==> src/rtl/int_hit_collect.sv <==
// int_hit_collect: reduces the per-triangle intersection stream of each ray
// to a single closest-hit (or miss) record. Finished records are queued in a
// small FIFO and handed to the return path over valid/ready. A registered
// stall throttles the ray issuer before the FIFO runs out of room.
//
// Build option: INT_COLLECT_ANYHIT_EN selects any-hit reduction (the first
// valid hit of a stream is kept) instead of closest-hit.
//
// state | meaning
// IDLE  | no ray open, waiting for a first result
// ACCUM | ray open, best candidate held in best_q
module int_hit_collect #(
    parameter int unsigned RAYID_W = 8,
    parameter int unsigned TRIID_W = 16,
    parameter int unsigned DEPTH   = 4,
    parameter int unsigned SKID    = 2
) (
    input  logic               clk,
    input  logic               rst,
    input  logic               int_valid_in,
    input  logic               int_first_in,
    input  logic               int_last_in,
    input  logic [RAYID_W-1:0] int_rayID_in,
    input  logic               int_hit_in,
    input  logic [31:0]        int_t_in,
    input  logic [31:0]        int_u_in,
    input  logic [31:0]        int_v_in,
    input  logic [TRIID_W-1:0] int_triID_in,
    output logic               int_stall_out,
    output logic               res_valid_out,
    input  logic               res_ready_in,
    output logic [RAYID_W-1:0] res_rayID_out,
    output logic               res_hit_out,
    output logic [31:0]        res_t_out,
    output logic [31:0]        res_u_out,
    output logic [31:0]        res_v_out,
    output logic [TRIID_W-1:0] res_triID_out,
    output logic               err_out
);

    localparam int unsigned PTR_W = $clog2(DEPTH);
    localparam int unsigned CNT_W = $clog2(DEPTH) + 1;

    typedef struct packed {
        logic [RAYID_W-1:0] ray_id;
        logic               hit;
        logic [31:0]        t;
        logic [31:0]        u;
        logic [31:0]        v;
        logic [TRIID_W-1:0] tri_id;
    } rec_t;

    typedef enum logic {IDLE, ACCUM} state_t;

    state_t state_q;
    rec_t   best_q;
    rec_t   cand;
    rec_t   merged;
    rec_t   push_rec;
    logic   cand_hit;
    logic   take_cand;
    logic   push;
    logic   proto_err;

    rec_t             mem [DEPTH];
    logic [PTR_W-1:0] wr_ptr;
    logic [PTR_W-1:0] rd_ptr;
    logic [CNT_W-1:0] count;
    logic             full;
    logic             pop;
    logic             do_push;
    logic             overflow;

    // Normalise the incoming result: negative t counts as a miss, and a miss
    // carries no geometry data.
    always_comb begin
        cand_hit    = int_hit_in & ~int_t_in[31];
        cand.ray_id = int_rayID_in;
        cand.hit    = cand_hit;
        cand.t      = cand_hit ? int_t_in     : '0;
        cand.u      = cand_hit ? int_u_in     : '0;
        cand.v      = cand_hit ? int_v_in     : '0;
        cand.tri_id = cand_hit ? int_triID_in : '0;
    end

    // Merge decision; the record keeps the ray ID of the stream that opened it.
    // Ties on t keep the earlier result (strict less-than).
    always_comb begin
`ifdef INT_COLLECT_ANYHIT_EN
        take_cand = cand_hit & ~best_q.hit;
`else
        take_cand = cand_hit & (~best_q.hit | (cand.t[30:0] < best_q.t[30:0]));
`endif
        merged        = take_cand ? cand : best_q;
        merged.ray_id = best_q.ray_id;
    end

    // Decide what, if anything, is pushed this cycle and flag protocol errors.
    always_comb begin
        push      = 1'b0;
        push_rec  = cand;
        proto_err = 1'b0;
        if (int_valid_in) begin
            case (state_q)
                IDLE: begin
                    if (!int_first_in)
                        proto_err = 1'b1;
                    else if (int_last_in)
                        push = 1'b1;
                end
                ACCUM: begin
                    if (int_first_in) begin
                        proto_err = 1'b1;
                        push      = int_last_in;
                    end else begin
                        proto_err = (int_rayID_in != best_q.ray_id);
                        push      = int_last_in;
                        push_rec  = merged;
                    end
                end
                default: ;
            endcase
        end
    end

    // Ray-stream FSM and best-record register.
    always_ff @(posedge clk) begin
        if (rst) begin
            state_q <= IDLE;
            best_q  <= '0;
        end else if (int_valid_in) begin
            case (state_q)
                IDLE: begin
                    if (int_first_in && !int_last_in) begin
                        best_q  <= cand;
                        state_q <= ACCUM;
                    end
                end
                ACCUM: begin
                    if (int_first_in) begin
                        best_q <= cand;
                        if (int_last_in)
                            state_q <= IDLE;
                    end else begin
                        best_q <= merged;
                        if (int_last_in)
                            state_q <= IDLE;
                    end
                end
                default: state_q <= IDLE;
            endcase
        end
    end

    assign full     = (count == CNT_W'(DEPTH));
    assign pop      = (count != '0) & res_ready_in;
    assign do_push  = push & (~full | pop);
    assign overflow = push & full & ~pop;

    // Result FIFO; contents are cleared on reset so the head reads zero.
    always_ff @(posedge clk) begin
        if (rst) begin
            for (int i = 0; i < int'(DEPTH); i++)
                mem[i] <= '0;
            wr_ptr <= '0;
            rd_ptr <= '0;
            count  <= '0;
        end else begin
            if (do_push) begin
                mem[wr_ptr] <= push_rec;
                wr_ptr      <= wr_ptr + PTR_W'(1);
            end
            if (pop)
                rd_ptr <= rd_ptr + PTR_W'(1);
            count <= count + CNT_W'(do_push) - CNT_W'(pop);
        end
    end

    // Registered stall from the current occupancy, plus sticky error flag.
    always_ff @(posedge clk) begin
        if (rst) begin
            int_stall_out <= 1'b0;
            err_out       <= 1'b0;
        end else begin
            int_stall_out <= (count >= CNT_W'(DEPTH - SKID));
            err_out       <= err_out | proto_err | overflow;
        end
    end

    assign res_valid_out = (count != '0);
    assign res_rayID_out = mem[rd_ptr].ray_id;
    assign res_hit_out   = mem[rd_ptr].hit;
    assign res_t_out     = mem[rd_ptr].t;
    assign res_u_out     = mem[rd_ptr].u;
    assign res_v_out     = mem[rd_ptr].v;
    assign res_triID_out = mem[rd_ptr].tri_id;

endmodule

==> config.mk <==
export PLATFORM = sky130hd
export DESIGN_NAME = int_hit_collect
export DESIGN_NICKNAME = d
export VERILOG_FILES = /design/src/rtl/int_hit_collect.sv
export SDC_FILE = /design/constraint.sdc
export NUM_CORES = 1
export LEC_CHECK = 0
export CAP_MARGIN = 20
export CORE_MARGIN = 1
export CORE_UTILIZATION = 30
export CTS_BUF_LIST = sky130_fd_sc_hd__clkbuf_16
export CTS_CLUSTER_SIZE = 40
export DETAILED_ROUTE_END_ITERATION = 7
export PLACE_DENSITY = 0.56
export SLEW_MARGIN = 20
export SYNTH_ARGS = -nofsm -noshare
export SYNTH_HDL_FRONTEND = slang
export SYNTH_SLANG_ARGS = --single-unit
==> constraint.sdc <==
create_clock -name clk -period 16.7 [get_ports clk]
set_clock_uncertainty 0.1 [all_clocks]
set_input_delay 4.175 -clock clk [delete_from_list [all_inputs] [get_ports clk]]
set_output_delay 4.175 -clock clk [all_outputs]
set_load 0.05 [all_outputs]
==> flow_summary.toml, run 1 <==
[run_status]
status = "finished, final reports clean"

[logic_synthesis]
synth.net_count = 2185
syn_avg_cell_area_um2 = 14.1
async_flop_share_pct = 0
netlist_area_mm2 = 0.0286
synth_edf_count = 484
synthSimpleGateAreaFrac_pct = 5.51
synth_adder_area_share_pct = 1.51
synth_warnings = 0
synth.distinct_cells = 55
synthMuxAreaShare_pct = 10.1
synth-xor-area-share_pct = 0.398
synth_ff_type = "edfxtp_1"
synth_compound_area_share_pct = 18.7
ys_seq_area_share_pct = 60.1
synth-seq-cells = 617
synth_top_family_by_area = "compound AO/OA/AOI/OAI gates"
synth_cells = 2024

[global_routing]
grt_pass1_vias = 20273
grt_overflow_total = 0
groute.usage.overall_pct = 19.0
antenna_found_initial = 11
grt_pass1_wl_um = 137000
grt_max_degree = 87

[placement]
port_buffers = 250
post-dp-hpwl_um = 54200
place_congestion = 0.769

[worst_setup_path]
cp_slowest_cell = "nor3_4"
cpMostUsedCell = "buf_4"
worstPathArrival_ps = 9880
cp-startpoint = "int_hit_in"
critPathMaxFanout = 57
max_stage_delay_ps = 930
crit_family = "buffers and inverters"
endpoint_kind = "flip-flop"
crit_buf_inv = 4
worst-setup-path-type = "in2reg"
required_ps = 17060
cp_cell_sequence = "clkdlybuf4s50_1 -> nor2b_4 -> buf_4 -> nand2_1 -> inv_1 -> ha_1 -> a21o_1 -> a221o_1 -> a21oi_1 -> o21ai_1 -> nor3_4 -> buf_4 -> a32o_1"
startpoint_type = "primary input"
r2r_start = "state_q"

[floorplan]
die_height_um = 311
initial_core_util_pct = 30.5
dieArea_mm2 = 0.0967
die_width_um = 311
row_count = 112
io-pin-count = 251
core_area_mm2 = 0.0939

[detailed_routing]
wl_per_cell_um = 27.0
drc = 0
drt_first_pass_iters = 5
viasPerCell = 5.71
drt_iter0_markers = 2103
num_vias = 19964
postRouteAntennaNets = 0
routed_wl_um = 94300

[clocking]
cts_htree_levels = 3
clock_sinks = 617
cts_setup_buffers = 0
cts-root-buf = "clkbuf_16"
clkTransAtPathRegs_ps = 60
post_cts_resized = 0
cts.path.max_buffers = 3
hold_buffers = 0
cts_made_buffers = 70
clk_latency_ps = 620
cts_tree = "built"

[pwr]
powerDensity_mw_per_mm2 = 125
p_sw_share_pct = 31.6
pwr-share-clk_pct = 34.5
pwr-share-seq_pct = 40.3
p_sw_mw = 1.38
p_int_mw = 2.98
combPwrFrac_pct = 25.2
p_leak_nw = 11.6
ir_drop_mv = 0.0722

[hold_path]
hold_path_class = "reg2reg"
hp-start = "best_q[111]"

[cells_and_area]
seqCellArea_mm2 = 0.0172
multi_input_area_mm2 = 0.0106
layout_common_cells = "484 x edfxtp_1, 249 x clkdlybuf4s50_1, 142 x a32o_1, 142 x o2bb2ai_1, 138 x nand2_1"
drive_gt1_share_pct = 14.0
fillerInstances = 8915
nets = 2341
mostFrequentLayoutCell = "edfxtp_1"
area_growth_pct = 21.3

[sta]
max_slew_margin_pct = 23.9
finalSetupTns_ps = 0
finalHoldViolations = 0
worst_pin_slew_ps = 1140
rsz0062_at_grt = "no"
fin_crit_sh_pct = 57.0
finalHoldWorstSlack_ps = 406
slew_violations = 0
max_freq_mhz = 105
min_period_ps = 9520
setup_violations = 0

[flow_run]
maxCapViolCount = 0
==> registers in the layout, indices dropped and copies added, names as in the netlist, named ones only <==
name	flops
mem	484
best_q	121
count	3
rd_ptr	2
wr_ptr	2
err_out	1
int_stall_out	1
state_q	1
==> cell families (layout without fill, tap and decap cells) <==
kind of cell / count (synthesis) / after routing
AO/OA/AOI/OAI: 627 / 627
XOR/XNOR: 13 / 13
adder cells (fa/ha/maj): 34 / 34
buffers and inverters: 268 / 480
flip-flops: 617 / 617
multiplexers: 137 / 137
other: 0 / 6
AND/OR/NAND/NOR: 328 / 328
==> per-layer routing <==
| metal | track usage, % | wire length (µm) | vias to the layer above |
|---|---|---|---|
| met3 | 2.85 | 6730 | 150 |
| met5 | 0 | 24 | - |
| li1 | - | - | 8578 |
| met2 | 31.8 | 46700 | 945 |
| met1 | 24.8 | 38100 | 10287 |
| met4 | 7.40 | 2710 | 4 |
==> worst paths after layout <==
check	slack [ps]	endpoint	depth (start not counted)
max	7180	mem[1][35]	13
min	410	best_q[111]	1
max reg2reg	11690	mem[0][31]	7
min reg2reg	410	best_q[111]	1
==> synth_stat cells (all sizes together) (4+ instances only) <==
master	n	area, µm²
dfxtp	133	2660
a32o	142	1420
nand4b	5	43.8
buf	59	277
nand2b	12	75.1
nand3	34	170
o2bb2ai	142	1240
and2	37	231
mux2i	16	160
nor3	9	55.1
o21ai	29	149
ha	33	413
a22o	130	1140
nand4	12	90.1
xor2	9	78.8
xnor2	4	35.0
a21oi	47	243
nor4	14	103
nor2	53	199
a2bb2o	61	611
edfxtp	484	14500
o32ai	5	43.8
o22ai	38	238
clkbuf	161	604
a31o	8	70.1
inv	48	180
nor2b	5	31.3
mux4	121	2730
a211oi	5	47.5
o211ai	5	37.5
nand2	140	526
==> cell type report <==
cell class / instances / share of cell area, %
sequential: 617 / 49.5
multi-input combinational: 1139 / 30.4
timing repair buffer: 304 / 8.65
clock buffer: 71 / 5.12
tap: 1254 / 4.52
clock inverter: 57 / 1.23
inverter: 48 / 0.519
antenna: 6 / 0.0432
==> power by group through the flow <==
stage	combinational, mW	clock, mW	sequential (mW)
detailed placement	1.11	0	1.79
CTS	1.12	1.53	1.76
global route	1.14	1.59	1.76
finish	1.10	1.50	1.75
floorplan	0.721	0	1.78
global placement	1.11	0	1.78
==> through the flow <==
step / cell area, µm² / instances / power, mW / utilization, % / setup slack, ps
floorplan: 28600 / 2024 / 2.51 / - / 2640
global placement: 32400 / 3357 / 2.89 / 34.5 / 6480
detailed placement: 32500 / 3361 / 2.90 / 34.6 / 6590
CTS: 34700 / 3489 / 4.40 / 36.9 / 7200
global route: 34700 / 3496 / 4.49 / 37.0 / 6970
finish: 34700 / 3496 / 4.35 / 37.0 / 7180
No activity file was read; power rests on OpenSTA's default activity.
==> run 2, diff against run 1 <==
- PLACE_DENSITY: 0.56 -> 0.58
- clock period: 16.7 -> 8.6 ns (I/O delays scaled with it)
==> flow_summary.toml, run 2 (same netlist as run 1, synthesis figures left out) <==
[run_status]
status = "finished, final reports clean"

[sta]
max_freq_mhz = 155
fin_crit_sh_pct = 75.2
slew_violations = 0
finalSetupTns_ps = 0
finalHoldViolations = 0
final.setup.worst_slack_ps = 2130
max_slew_margin_pct = 25.8
finalHoldWorstSlack_ps = 365
worst_pin_slew_ps = 1110
min_period_ps = 6470
setup_violations = 0
rsz0062_at_grt = "no"

[worst_setup_path]
worstPathArrival_ps = 6810
critPathMaxFanout = 49
required_ps = 8940
worst-setup-path-type = "in2reg"
cp_slowest_cell = "a21oi_4"
cpMostUsedCell = "buf_4"
endpoint_kind = "flip-flop"
max_stage_delay_ps = 880
startpoint_type = "primary input"
cp_cell_sequence = "clkdlybuf4s50_1 -> nor2b_4 -> buf_4 -> and2_1 -> ha_1 -> a21oi_1 -> o21ai_0 -> a211o_1 -> a21boi_2 -> a21oi_4 -> buf_4 -> o2bb2ai_1"

[cells_and_area]
nets = 2341
largest_register_ff_count = 484
fin_cells = 3493
reg_top3 = "mem: 484 flops, best_q: 121 flops, count: 3 flops"
mostFrequentLayoutCell = "edfxtp_1"
layout_common_cells = "484 x edfxtp_1, 249 x clkdlybuf4s50_1, 142 x a32o_1, 142 x o2bb2ai_1, 138 x nand2_1"
area_growth_pct = 21.5
top_register = "mem"
utilization_pct = 37.1
drive_gt1_share_pct = 14.0
fillerInstances = 8893
final_area_mm2 = 0.0348

[clocking]
clock_sinks = 617
post_cts_resized = 0
cts.path.max_buffers = 3
cts-root-buf = "clkbuf_16"
clkTransAtPathRegs_ps = 60
cts_tree = "built"
cts_setup_buffers = 0
clk_latency_ps = 620
hold_buffers = 0
cts_made_buffers = 70
cts_htree_levels = 3

[pwr]
finalPower_mw = 8.43
combPwrFrac_pct = 25.2
p_leak_nw = 11.6
p_sw_mw = 2.67
pwr-share-seq_pct = 40.6
pwr-share-clk_pct = 34.1
powerDensity_mw_per_mm2 = 242
p_sw_share_pct = 31.7
p_int_mw = 5.76
ir_drop_mv = 0.156

[floorplan]
die_width_um = 311
row_count = 112
die_height_um = 311
io-pin-count = 251
dieArea_mm2 = 0.0967
core_area_mm2 = 0.0939
initial_core_util_pct = 30.5

[placement]
post-dp-hpwl_um = 53600
place_ws_ps = 1600
place_inst = 3361
placed_cell_area_mm2 = 0.0326
place_congestion = 0.801
port_buffers = 250

[detailed_routing]
routed_wl_um = 95000
postRouteAntennaNets = 0
viasPerCell = 5.78
drt_iter0_markers = 2130
wl_per_cell_um = 27.2
num_vias = 20196
drc = 0
drt_first_pass_iters = 6

[global_routing]
antenna_found_initial = 8
grt_pass1_wl_um = 139000
grt_pass1_vias = 20726
groute.usage.overall_pct = 19.1
grt_max_degree = 206
grt_overflow_total = 0

[hold_path]
hold_path_class = "reg2reg"

[flow_run]
maxCapViolCount = 0
-- run 2: changes by cell type in the layout (fill, tap and decap cells not counted), moves of 2 or more --
cell | previous run | this run
buf_4 | 49 | 38
diode_2 | 6 | 3
inv_1 | 61 | 68
clkinv_1 | 17 | 10
buf_12 | 0 | 15
clkinv_4 | 2 | 0
buf_16 | 5 | 1
-- run 2: worst paths after layout --
| path | slack (ps) | end | depth (start not counted) | from |
|---|---|---|---|---|
| min | 360 | best_q[111] | 1 | best_q[111] |
| max | 2130 | mem[0][78] | 12 | int_hit_in |
| max reg2reg | 4290 | mem[0][78] | 6 | state_q |
| min reg2reg | 360 | best_q[111] | 1 | best_q[111] |
-- run 2: critical path: cells and delay by family --
family | cells | cell delay [ps]
AO/OA/AOI/OAI | 6 | 1890
AND/OR/NAND/NOR | 2 | 810
buffers and inverters | 3 | 1590
adder cells (fa/ha/maj) | 1 | 200
-- run 2: layout make-up --
type                    instances  area, µm²  area share [%]
flip-flops and latches        617      17200            49.4
multi-input cells            1139      10600            30.3
repair buffers                304       3110            8.94
clock buffers                  71       1780            5.11
well taps                    1254       1570            4.51
clock inverters                57        400            1.15
inverters                      48        180           0.518
diodes                          3       7.51          0.0216
-- run 2: layer usage --
metal | part of all wire (%) | up-vias | GRT usage [%] | wire (µm)
li1 | - | 8596 | - | -
met1 | 40 | 10439 | 24.3 | 38100
met2 | 50 | 984 | 32.7 | 47500
met3 | 7.1 | 173 | 3.09 | 6720
met4 | 2.7 | 4 | 7.02 | 2550
met5 | 0.028 | - | 0 | 27
-- run 2: power groups by stage --
stage	clock [mW]	combinational (mW)	sequential, mW
after floorplan	0	1.40	3.45
after CTS	2.92	2.11	3.47
after detailed placement	0	2.10	3.53
after global placement	0	2.10	3.52
after global routing	3.03	2.21	3.44
final	2.88	2.13	3.43
